File: config.mk
export PLATFORM = sky130hd
export DESIGN_NAME = sobel_frame_ctrl_flat
export DESIGN_NICKNAME = d
export VERILOG_FILES = /design/src/rtl/sobel_frame_ctrl_if.sv /design/src/rtl/sobel_frame_ctrl.sv /design/src/flat_wrapper.sv
export SDC_FILE = /design/constraint.sdc
export NUM_CORES = 1
export LEC_CHECK = 0
export ABC_AREA = 1
export CORE_AREA = 2 2 100 73
export CTS_BUF_LIST = sky130_fd_sc_hd__clkbuf_4 sky130_fd_sc_hd__clkbuf_8
export CTS_CLUSTER_SIZE = 14
export DETAILED_ROUTE_END_ITERATION = 8
export DIE_AREA = 0 0 102 75
export GPL_ROUTABILITY_DRIVEN = 0
export HOLD_SLACK_MARGIN = 0.03
export PLACE_DENSITY = 0.57
export SETUP_SLACK_MARGIN = 0.1
export SLEW_MARGIN = 10
export SYNTH_ARGS = -nofsm -noshare
export SYNTH_HDL_FRONTEND = slang
export SYNTH_SLANG_ARGS = --single-unit
File: constraint.sdc
create_clock -name clk -period 1.8 [get_ports clk]
set_clock_uncertainty 0.05 [all_clocks]
set_input_delay 0.54 -clock clk [delete_from_list [all_inputs] [get_ports clk]]
set_output_delay 0.54 -clock clk [all_outputs]
set_load 0.005 [all_outputs]
File: src/rtl/sobel_frame_ctrl_if.sv
// Host/line-memory/array bundle for the Sobel row sequencer.
// SOBEL_CTRL_PERF_EN adds the frame_cycles / frame_count counters.
interface sobel_frame_ctrl_if #(
    parameter int ROW_W = 8
);
    logic             start;
    logic             abort;
    logic             rd_en;
    logic [ROW_W-1:0] rd_row;
    logic             out_valid;
    logic [ROW_W-1:0] out_row;
    logic             busy;
    logic             done;
    logic             aborted;
`ifdef SOBEL_CTRL_PERF_EN
    logic [15:0]      frame_cycles;
    logic [15:0]      frame_count;

    modport master (
        input  start, abort,
        output rd_en, rd_row, out_valid, out_row,
        output busy, done, aborted,
        output frame_cycles, frame_count
    );

    modport slave (
        output start, abort,
        input  rd_en, rd_row, out_valid, out_row,
        input  busy, done, aborted,
        input  frame_cycles, frame_count
    );
`else
    modport master (
        input  start, abort,
        output rd_en, rd_row, out_valid, out_row,
        output busy, done, aborted
    );

    modport slave (
        output start, abort,
        input  rd_en, rd_row, out_valid, out_row,
        input  busy, done, aborted
    );
`endif
endinterface

File: src/rtl/sobel_frame_ctrl.sv
// Row sequencer for the column-parallel Sobel array: reads rows, tags outputs.
// Optional SOBEL_CTRL_PERF_EN adds busy-cycle and frame counters.
module sobel_frame_ctrl #(
    parameter int IMG_H    = 64,
    parameter int ROW_W    = 8,
    parameter int PIPE_LAT = 4
) (
    input  logic                clk,
    input  logic                rst_n,
    sobel_frame_ctrl_if.master  bus
);

    typedef enum logic [1:0] {
        S_IDLE,
        S_FETCH,
        S_DRAIN,
        S_DONE
    } state_t;

    localparam logic [ROW_W-1:0] LAST_ROW = ROW_W'(IMG_H - 1);
    localparam logic [ROW_W-1:0] ONE_ROW  = ROW_W'(1);
    localparam logic [ROW_W-1:0] TWO_ROW  = ROW_W'(2);
    localparam logic [3:0]       LAT      = 4'(PIPE_LAT);

    state_t           state_q, state_d;
    logic [ROW_W-1:0] cnt_q, cnt_d;
    logic [3:0]       dcnt_q, dcnt_d;
    logic             rd_en_q, rd_en_d;
    logic [ROW_W-1:0] rd_row_q, rd_row_d;
    logic             busy_q, busy_d;
    logic             done_q, done_d;
    logic             aborted_q, aborted_d;
    logic             flush;
    logic             accept;

    logic [PIPE_LAT-1:0] vld_q;
    logic [ROW_W-1:0]    row_q [PIPE_LAT];
    logic                tag_new;
    logic [ROW_W-1:0]    row_new;

    // State register
    always_ff @(posedge clk) begin
        if (!rst_n) begin
            state_q <= S_IDLE;
        end else begin
            state_q <= state_d;
        end
    end

    // Next state plus next values of the registered outputs
    always_comb begin
        state_d   = state_q;
        cnt_d     = cnt_q;
        dcnt_d    = dcnt_q;
        rd_en_d   = 1'b0;
        rd_row_d  = rd_row_q;
        busy_d    = 1'b0;
        done_d    = 1'b0;
        aborted_d = 1'b0;
        flush     = 1'b0;
        accept    = 1'b0;
        unique case (state_q)
            S_IDLE: begin
                if (bus.start) begin
                    state_d  = S_FETCH;
                    cnt_d    = '0;
                    rd_en_d  = 1'b1;
                    rd_row_d = '0;
                    busy_d   = 1'b1;
                    accept   = 1'b1;
                end
            end
            S_FETCH: begin
                if (bus.abort) begin
                    state_d   = S_IDLE;
                    aborted_d = 1'b1;
                    flush     = 1'b1;
                end else if (cnt_q == LAST_ROW) begin
                    state_d = S_DRAIN;
                    dcnt_d  = LAT;
                    busy_d  = 1'b1;
                end else begin
                    cnt_d    = cnt_q + ONE_ROW;
                    rd_en_d  = 1'b1;
                    rd_row_d = cnt_q + ONE_ROW;
                    busy_d   = 1'b1;
                end
            end
            S_DRAIN: begin
                if (bus.abort) begin
                    state_d   = S_IDLE;
                    aborted_d = 1'b1;
                    flush     = 1'b1;
                end else begin
                    dcnt_d = dcnt_q - 4'd1;
                    if (dcnt_q == 4'd1) begin
                        state_d = S_DONE;
                        done_d  = 1'b1;
                    end else begin
                        busy_d = 1'b1;
                    end
                end
            end
            S_DONE: begin
                state_d = S_IDLE;
            end
            default: begin
                state_d = S_IDLE;
            end
        endcase
    end

    // Registered read strobe, counters and host status
    always_ff @(posedge clk) begin
        if (!rst_n) begin
            cnt_q     <= '0;
            dcnt_q    <= '0;
            rd_en_q   <= 1'b0;
            rd_row_q  <= '0;
            busy_q    <= 1'b0;
            done_q    <= 1'b0;
            aborted_q <= 1'b0;
        end else begin
            cnt_q     <= cnt_d;
            dcnt_q    <= dcnt_d;
            rd_en_q   <= rd_en_d;
            rd_row_q  <= rd_row_d;
            busy_q    <= busy_d;
            done_q    <= done_d;
            aborted_q <= aborted_d;
        end
    end

    // Row k as bottom neighbour completes centre row k-1; rows 0/1 as bottom are border
    assign tag_new = rd_en_q && (rd_row_q >= TWO_ROW);
    assign row_new = rd_row_q - ONE_ROW;

    // Latency-matching pipe; rows only advance with a tag so out_row holds
    always_ff @(posedge clk) begin
        if (!rst_n) begin
            vld_q <= '0;
            for (int i = 0; i < PIPE_LAT; i++) begin
                row_q[i] <= '0;
            end
        end else if (flush) begin
            vld_q <= '0;
        end else begin
            vld_q[0] <= tag_new;
            if (tag_new) begin
                row_q[0] <= row_new;
            end
            for (int i = 1; i < PIPE_LAT; i++) begin
                vld_q[i] <= vld_q[i-1];
                if (vld_q[i-1]) begin
                    row_q[i] <= row_q[i-1];
                end
            end
        end
    end

    assign bus.rd_en     = rd_en_q;
    assign bus.rd_row    = rd_row_q;
    assign bus.out_valid = vld_q[PIPE_LAT-1];
    assign bus.out_row   = row_q[PIPE_LAT-1];
    assign bus.busy      = busy_q;
    assign bus.done      = done_q;
    assign bus.aborted   = aborted_q;

`ifdef SOBEL_CTRL_PERF_EN
    logic [15:0] fcyc_q;
    logic [15:0] fcnt_q;

    // Busy-cycle count of the latest frame and completed-frame count
    always_ff @(posedge clk) begin
        if (!rst_n) begin
            fcyc_q <= '0;
            fcnt_q <= '0;
        end else begin
            if (accept) begin
                fcyc_q <= '0;
            end else if (busy_q) begin
                fcyc_q <= fcyc_q + 16'd1;
            end
            if (done_q) begin
                fcnt_q <= fcnt_q + 16'd1;
            end
        end
    end

    assign bus.frame_cycles = fcyc_q;
    assign bus.frame_count  = fcnt_q;
`endif

endmodule
File: src/flat_wrapper.sv
// flat-port wrapper written by rule: the top's interface ports become plain ports
module sobel_frame_ctrl_flat 
#(
    parameter int IMG_H    = 64,
    parameter int ROW_W    = 8,
    parameter int PIPE_LAT = 4
)
  (clk, rst_n, bus_start, bus_abort, bus_rd_en, bus_rd_row, bus_out_valid, bus_out_row, bus_busy, bus_done, bus_aborted);
  sobel_frame_ctrl_if #(.ROW_W(ROW_W)) bus_i ();
  input  logic clk;
  input  logic rst_n;
  input wire logic [$bits(bus_i.start)-1:0] bus_start;
  input wire logic [$bits(bus_i.abort)-1:0] bus_abort;
  output wire logic [$bits(bus_i.rd_en)-1:0] bus_rd_en;
  output wire logic [$bits(bus_i.rd_row)-1:0] bus_rd_row;
  output wire logic [$bits(bus_i.out_valid)-1:0] bus_out_valid;
  output wire logic [$bits(bus_i.out_row)-1:0] bus_out_row;
  output wire logic [$bits(bus_i.busy)-1:0] bus_busy;
  output wire logic [$bits(bus_i.done)-1:0] bus_done;
  output wire logic [$bits(bus_i.aborted)-1:0] bus_aborted;
  assign bus_i.start = bus_start;
  assign bus_i.abort = bus_abort;
  assign bus_rd_en = bus_i.rd_en;
  assign bus_rd_row = bus_i.rd_row;
  assign bus_out_valid = bus_i.out_valid;
  assign bus_out_row = bus_i.out_row;
  assign bus_busy = bus_i.busy;
  assign bus_done = bus_i.done;
  assign bus_aborted = bus_i.aborted;
  sobel_frame_ctrl #(.IMG_H(IMG_H), .ROW_W(ROW_W), .PIPE_LAT(PIPE_LAT)) u_core (.clk(clk), .rst_n(rst_n), .bus(bus_i));
endmodule
Word-level counts from Yosys, hierarchy flattened:

Memory sizes are Yosys's and may differ from the RTL's.
Index checks and enable logic that the tools add are counted.

* $add $sub $neg: 3
* $lt $le $gt $ge: 1
* equality and inequality tests: 12
* muxes and demuxes: 46
* bitwise gates (word level): 6
* reduce and logical (&&, ||, !) cells: 10

Operators by type and width (number)
* $mux 8: 7
* $mux 1: 26
* $pmux 8 s2: 1
* $mux 4: 3
* $mux 2: 5
* $add 8x1->8 const B: 1
* $eq 8x6->1 const B: 1
* $ge 8x2->1 const B: 1
* $ne 2x2->1 const B: 4
* $pmux 2 s4: 1
* $pmux 4 s2: 1
* $reduce_and 4->1: 2
* $sub 8x1->8 const B: 1
* $ne 3x2->1 const B: 2
* $eq 2x2->1 const B: 2
* $eq 4x1->1 const B: 1
* $or 1x1->1: 4
* $reduce_bool 2->1: 2
* $reduce_or 2->1: 2
* $sub 4x1->4 const B: 1
* $pmux 1 s3: 1
* $reduce_and 3->1: 1
* $reduce_or 3->1: 1
* $eq 2x1->1 const B: 1
* 5 further kinds: 6

* bits in registers: 22
* bits in writable memories: 32
* input bits: 4
* output and inout port bits: 21
* logic and storage cells: 87
* memories: 1

Memory list
* u_core.row_q: words 4, width 8, read ports 4, clocked after Yosys merged registers in 0, write ports 4, line sobel_frame_ctrl.sv:37 `logic [ROW_W-1:0] row_q [PIPE_LAT];`

Logic depth before layout (Yosys ltp):

* word-level depth: 7
* gate-level depth with buffers: 10
* mapped depth without buffers: 10

Worst setup path after synthesis:

OpenSTA, ideal clock, no wires.

* path type: flip-flop to flip-flop
* start point: register u_core.state_q[0]
* end point: memory u_core.row_q[1][0] (enable)
* library setup time: 0.384 ns
* arrival: 1.488 ns
* required time: 1.366 ns
* setup slack: -0.122 ns
* cell stages (with the launch flop): 6
* buffers on the path: 0
* period minus slack after synthesis: 1.922 ns
* cell sequence: dfxtp_1 > inv_1 > ha_1 > nand2_1 > inv_1 > o21ai_0

RTL lines
* from (decl): line sobel_frame_ctrl.sv:25 `state_t state_q, state_d;`
* from (signal assigned): line sobel_frame_ctrl.sv:46 `state_q <= state_d;`
* to (decl): line sobel_frame_ctrl.sv:37

Worst setup path in the final report:

* start point: register u_core.state_q[1]
* end point: register u_core.rd_row_q[5] (netlist: u_core.bus.rd_row[5])

* word-level cells in the longest chain between the ends: 3
* elaborated cells on any way between the ends: 8
* classes of those cells: 4 x eq/ne; 1 x mux; 3 x reduce/logical

Ends and longest elaborated chain
* $eq 2x1->1 or $logic_not 2->1 (tied branches): line sobel_frame_ctrl.sv:62 `unique case (state_q)`
* $ne 2x2->1 (no line) or $reduce_bool 2->1 (tied branches)
* $reduce_and 4->1 (no line)
* to (signal assigned): line sobel_frame_ctrl.sv:127 `rd_row_q <= rd_row_d;`
* to (decl): line sobel_frame_ctrl.sv:29 `logic [ROW_W-1:0] rd_row_q, rd_row_d;`

Several ways; a longest one is shown, not always the timed one.
A chain may end at the register's enable or synchronous reset.

==> metrics.md <==
| Metric | Value |
|---|---|
| Sequential element share of the synthesized area | 53.46% |
| Syn_area_per_cell | 8.456 um^2 |
| Synth Register Bits | 54 |
| Worst skew pair latency | 0.31 ns |
| Core Region | about 6600 um^2 |
| Yosys cell types | 27 |
| WP data arrival | 1.80 ns |
| Synthesized area | 2621 um^2 |
| # clock sinks | 54 |
| Filler instances | 685 |
| Initial Utilization | just under 40% |
| PortBufs | 24 |
| Run status | complete, no violations |
| Drt wl/cell | 11.15 um |
| HP Class | flop to flop |
| CTS H-tree lvls | 2 |
| Hold Fails Final Rpt | 0 |
| Peak supply drop | 0.0006599 V |
| Combinational group share of total power | 40.9% |
| Congestion Overflow GR | 0 |
| Synth Area in Simple Gates | about 26% |
| FP Rows | 25 |
| Top Family by Delay on Critical Path | buffers and inverters |
| Mux contribution to synthesized area | 0% |
| Final instance area | 3368 um^2 |
| Xor/xnor share of the synthesized area | 1.337% |
| Crit path capture type | flop |
| Largest family of logic cells by synthesized area | simple AND/OR/NAND/NOR gates |
| I/O pins | 25 |
| Initial antenna violation count | 0 |
| Final period demand of the worst path | 1.637 ns |
| Final setup fails | 0 |
| Worst hold slack | approximately 0.42 ns |
| CP max-delay cell | dfxtp_2 |
| WL final | 5.152 mm |
| Antenna cells | 0 |
| CTS Root Cell | clkbuf_8 |
| Total GRT Usage | 14.94% |
| Setup CP Type | flop to flop |
| Area Overhead vs Synth | 28.50% |
| Maximum number of pins on one net before global-route repair | 20 |
| DRC viols | 0 |
| Slowest stage delay, CP | 0.36 ns |
| Internal power | between 2 and 2.5 mW |
| Die height | between 70 and 80 um |
| Hold_buf cts | 0 |
| Die width | roughly 100 um |
| Crit path cell chain | inv_1 -> ha_2 -> buf_4 -> nand3_2 -> buf_4 -> nand3_1 -> nand2_1 -> inv_1 -> nor2_1 |
| Yosys Warn Count | 0 |
| Most common cell after layout, fill and taps aside | nor2_1 |
| Startpoint Class | flop |
| Num CTS Buffers | 5 |
| Antenna viol nets, final | 0 |
| Starting DRT DRC Count | 103 |
| Post-DP HPWL | 3.805 mm |
| WP buf/inv | 4 |
| Required @ worst endpoint | about 2.0 ns |
| Net Sw Frac | 37.31% |
| Max FO, Critical Path | 10 |
| RSZ-0062 raised after global routing | yes |
| Fraction of the mapped netlist area in compound gates | 4.726% |
| Most frequent cells in the layout | nor2_1 (55), inv_1 (52), nand2_1 (43) |
| Placed Area | 3098 um^2 |
| Final nets | 380 |
| Leak Pwr | between 1.5 and 2 nW |
| Synth Area in Adders | 4.296% |
| Slew Viols, Final | 0 |
| CTS max path bufs | 2 |
| Syn nets | 323 |
| Sequential power share | between 40 and 50% |
| Max-cap violations | 0 |
| First-pass GRT wire length | 8.811 mm |
| Mapped Cells | 310 |
| Drt pass-1 iters | 4 |
| Via count | approximately 2000 |
| Net Switching | 1.449 mW |
| Worst-Margin Slew | 0.3288 ns |
| Fmax | between 600 and 700 MHz |
| Clock share of power | 18.7% |
| Share of cells above drive strength 1 | 24.46% |
| Relative slew slack | 77.85% |
| Final critical-path share of the clock period | 90.94% |
| CTS tree | yes |
| Full die area | 7650 um^2 |
| Vias/cell | 4.437 |
| CTS clock-pin slew for the worst setup and hold paths | 0.11 ns |
| PD cells | 1153 nW/um^2 |
| Vias in the first global route | 1924 |
==> per-layer routing <==
metal	vias up	share of wire, %	GRT usage, %
met3	6	5.3	3.714
met5	-	0	0
li1	1088	-	-
met2	46	43	22.66
met4	0	1.1	4.593
met1	910	51	21.30
==> path summary, 6_finish.rpt <==
path	slack, ns	depth (start not counted)	from	end
max reg2reg	0.16	9	u_core.state_q[1]$_SDFFE_PN0P_	u_core.bus.rd_row[5]$_SDFFE_PN0P_
max	0.16	9	u_core.state_q[1]$_SDFFE_PN0P_	u_core.bus.rd_row[5]$_SDFFE_PN0P_
min reg2reg	0.42	2	u_core.vld_q[1]$_SDFF_PP0_	u_core.vld_q[2]$_SDFF_PP0_
min	0.42	2	u_core.vld_q[1]$_SDFF_PP0_	u_core.vld_q[2]$_SDFF_PP0_
==> logic make-up (layout without fill, tap and decap cells) <==
kind of cell / after synthesis / after routing
buffers and inverters: 66 / 124
XOR/XNOR: 4 / 4
adder cells (fa/ha/maj): 9 / 9
AND/OR/NAND/NOR: 154 / 154
AO/OA/AOI/OAI: 23 / 23
flip-flops: 54 / 54
==> metrics by stage <==
stage                     cells  worst slack, ns  util, %  setup TNS, ns  power [mW]
after detailed placement    444          -0.2000    46.72         -9.970       3.013
after global routing        462          0.06663    50.79              0       4.195
after CTS                   462          0.03787    49.30              0       3.770
after global placement      444          -0.1733    46.72         -8.670       3.007
final                       462           0.1631    50.79              0       3.885
after floorplan             310          0.08913        -              0       2.544
==> flip-flops by register name (all words and copies together) (netlist names) <==
name / count
u_core.vld_q: 4
u_core.state_q: 2
u_core.bus.rd_row: 8
u_core.bus.rd_en: 1
u_core.bus.done: 1
u_core.bus.aborted: 1
u_core.row_q: 32
u_core.bus.busy: 1
u_core.dcnt_q: 4
==> synth_stat cells <==
cell type	count	share of area [%]
nand3_2	6	2.3
inv_1	56	8.0
buf_4	3	0.86
o31ai_1	1	0.29
buf_6	2	0.86
xnor2_1	1	0.33
clkbuf_1	1	0.14
nor2_1	66	9.5
nand2_2	1	0.24
nand2_1	50	7.2
nand4_1	3	0.72
nor3b_1	1	0.29
nor2_4	1	0.43
inv_2	3	0.43
or2_2	1	0.24
ha_1	9	4.3
nand3_1	23	4.4
a211oi_1	1	0.29
nor2_2	1	0.24
buf_2	1	0.19
xor2_1	3	1.0
a21oi_2	1	0.33
dfxtp_1	22	17
edfxtp_1	32	37
nor4_1	1	0.24
o21ai_0	9	1.7
a21oi_1	11	2.1
==> cell type report <==
cell class                      instances  area (um^2)  share of cell area, %
Multi-Input combinational cell        190         1030                  30.57
Inverter                               59        226.5                  6.724
Sequential cell                        54         1425                  42.31
Tap cell                               94        117.6                  3.492
Timing Repair Buffer                   57        471.7                  14.00
Clock buffer                            5        68.82                  2.043
Clock inverter                          3        28.78                 0.8544
==> power groups by stage <==
stage               registers [mW]  logic, mW  clock network, mW
CTS                           1.57       1.45              0.753
detailed placement            1.63       1.39                  0
global route                  1.59       1.81              0.800
finish                        1.57       1.59              0.726
floorplan                     1.61      0.935                  0
global placement              1.63       1.38                  0
==> worst register-to-register path, delay by kind of cell (launching register included) <==
kind                     cells  cell delay, ns
flip-flops                   1            0.36
AND/OR/NAND/NOR              4            0.34
adder cells (fa/ha/maj)      1            0.23
buffers and inverters        4            0.56
==> repair_timing <==
action,CTS,global route
hold endpoints to repair,0,0
setup endpoints to repair,41,54
buffers inserted,10,0
pin swaps,0,4
resized for setup,35,36
Power figures use the tool's default switching activity.
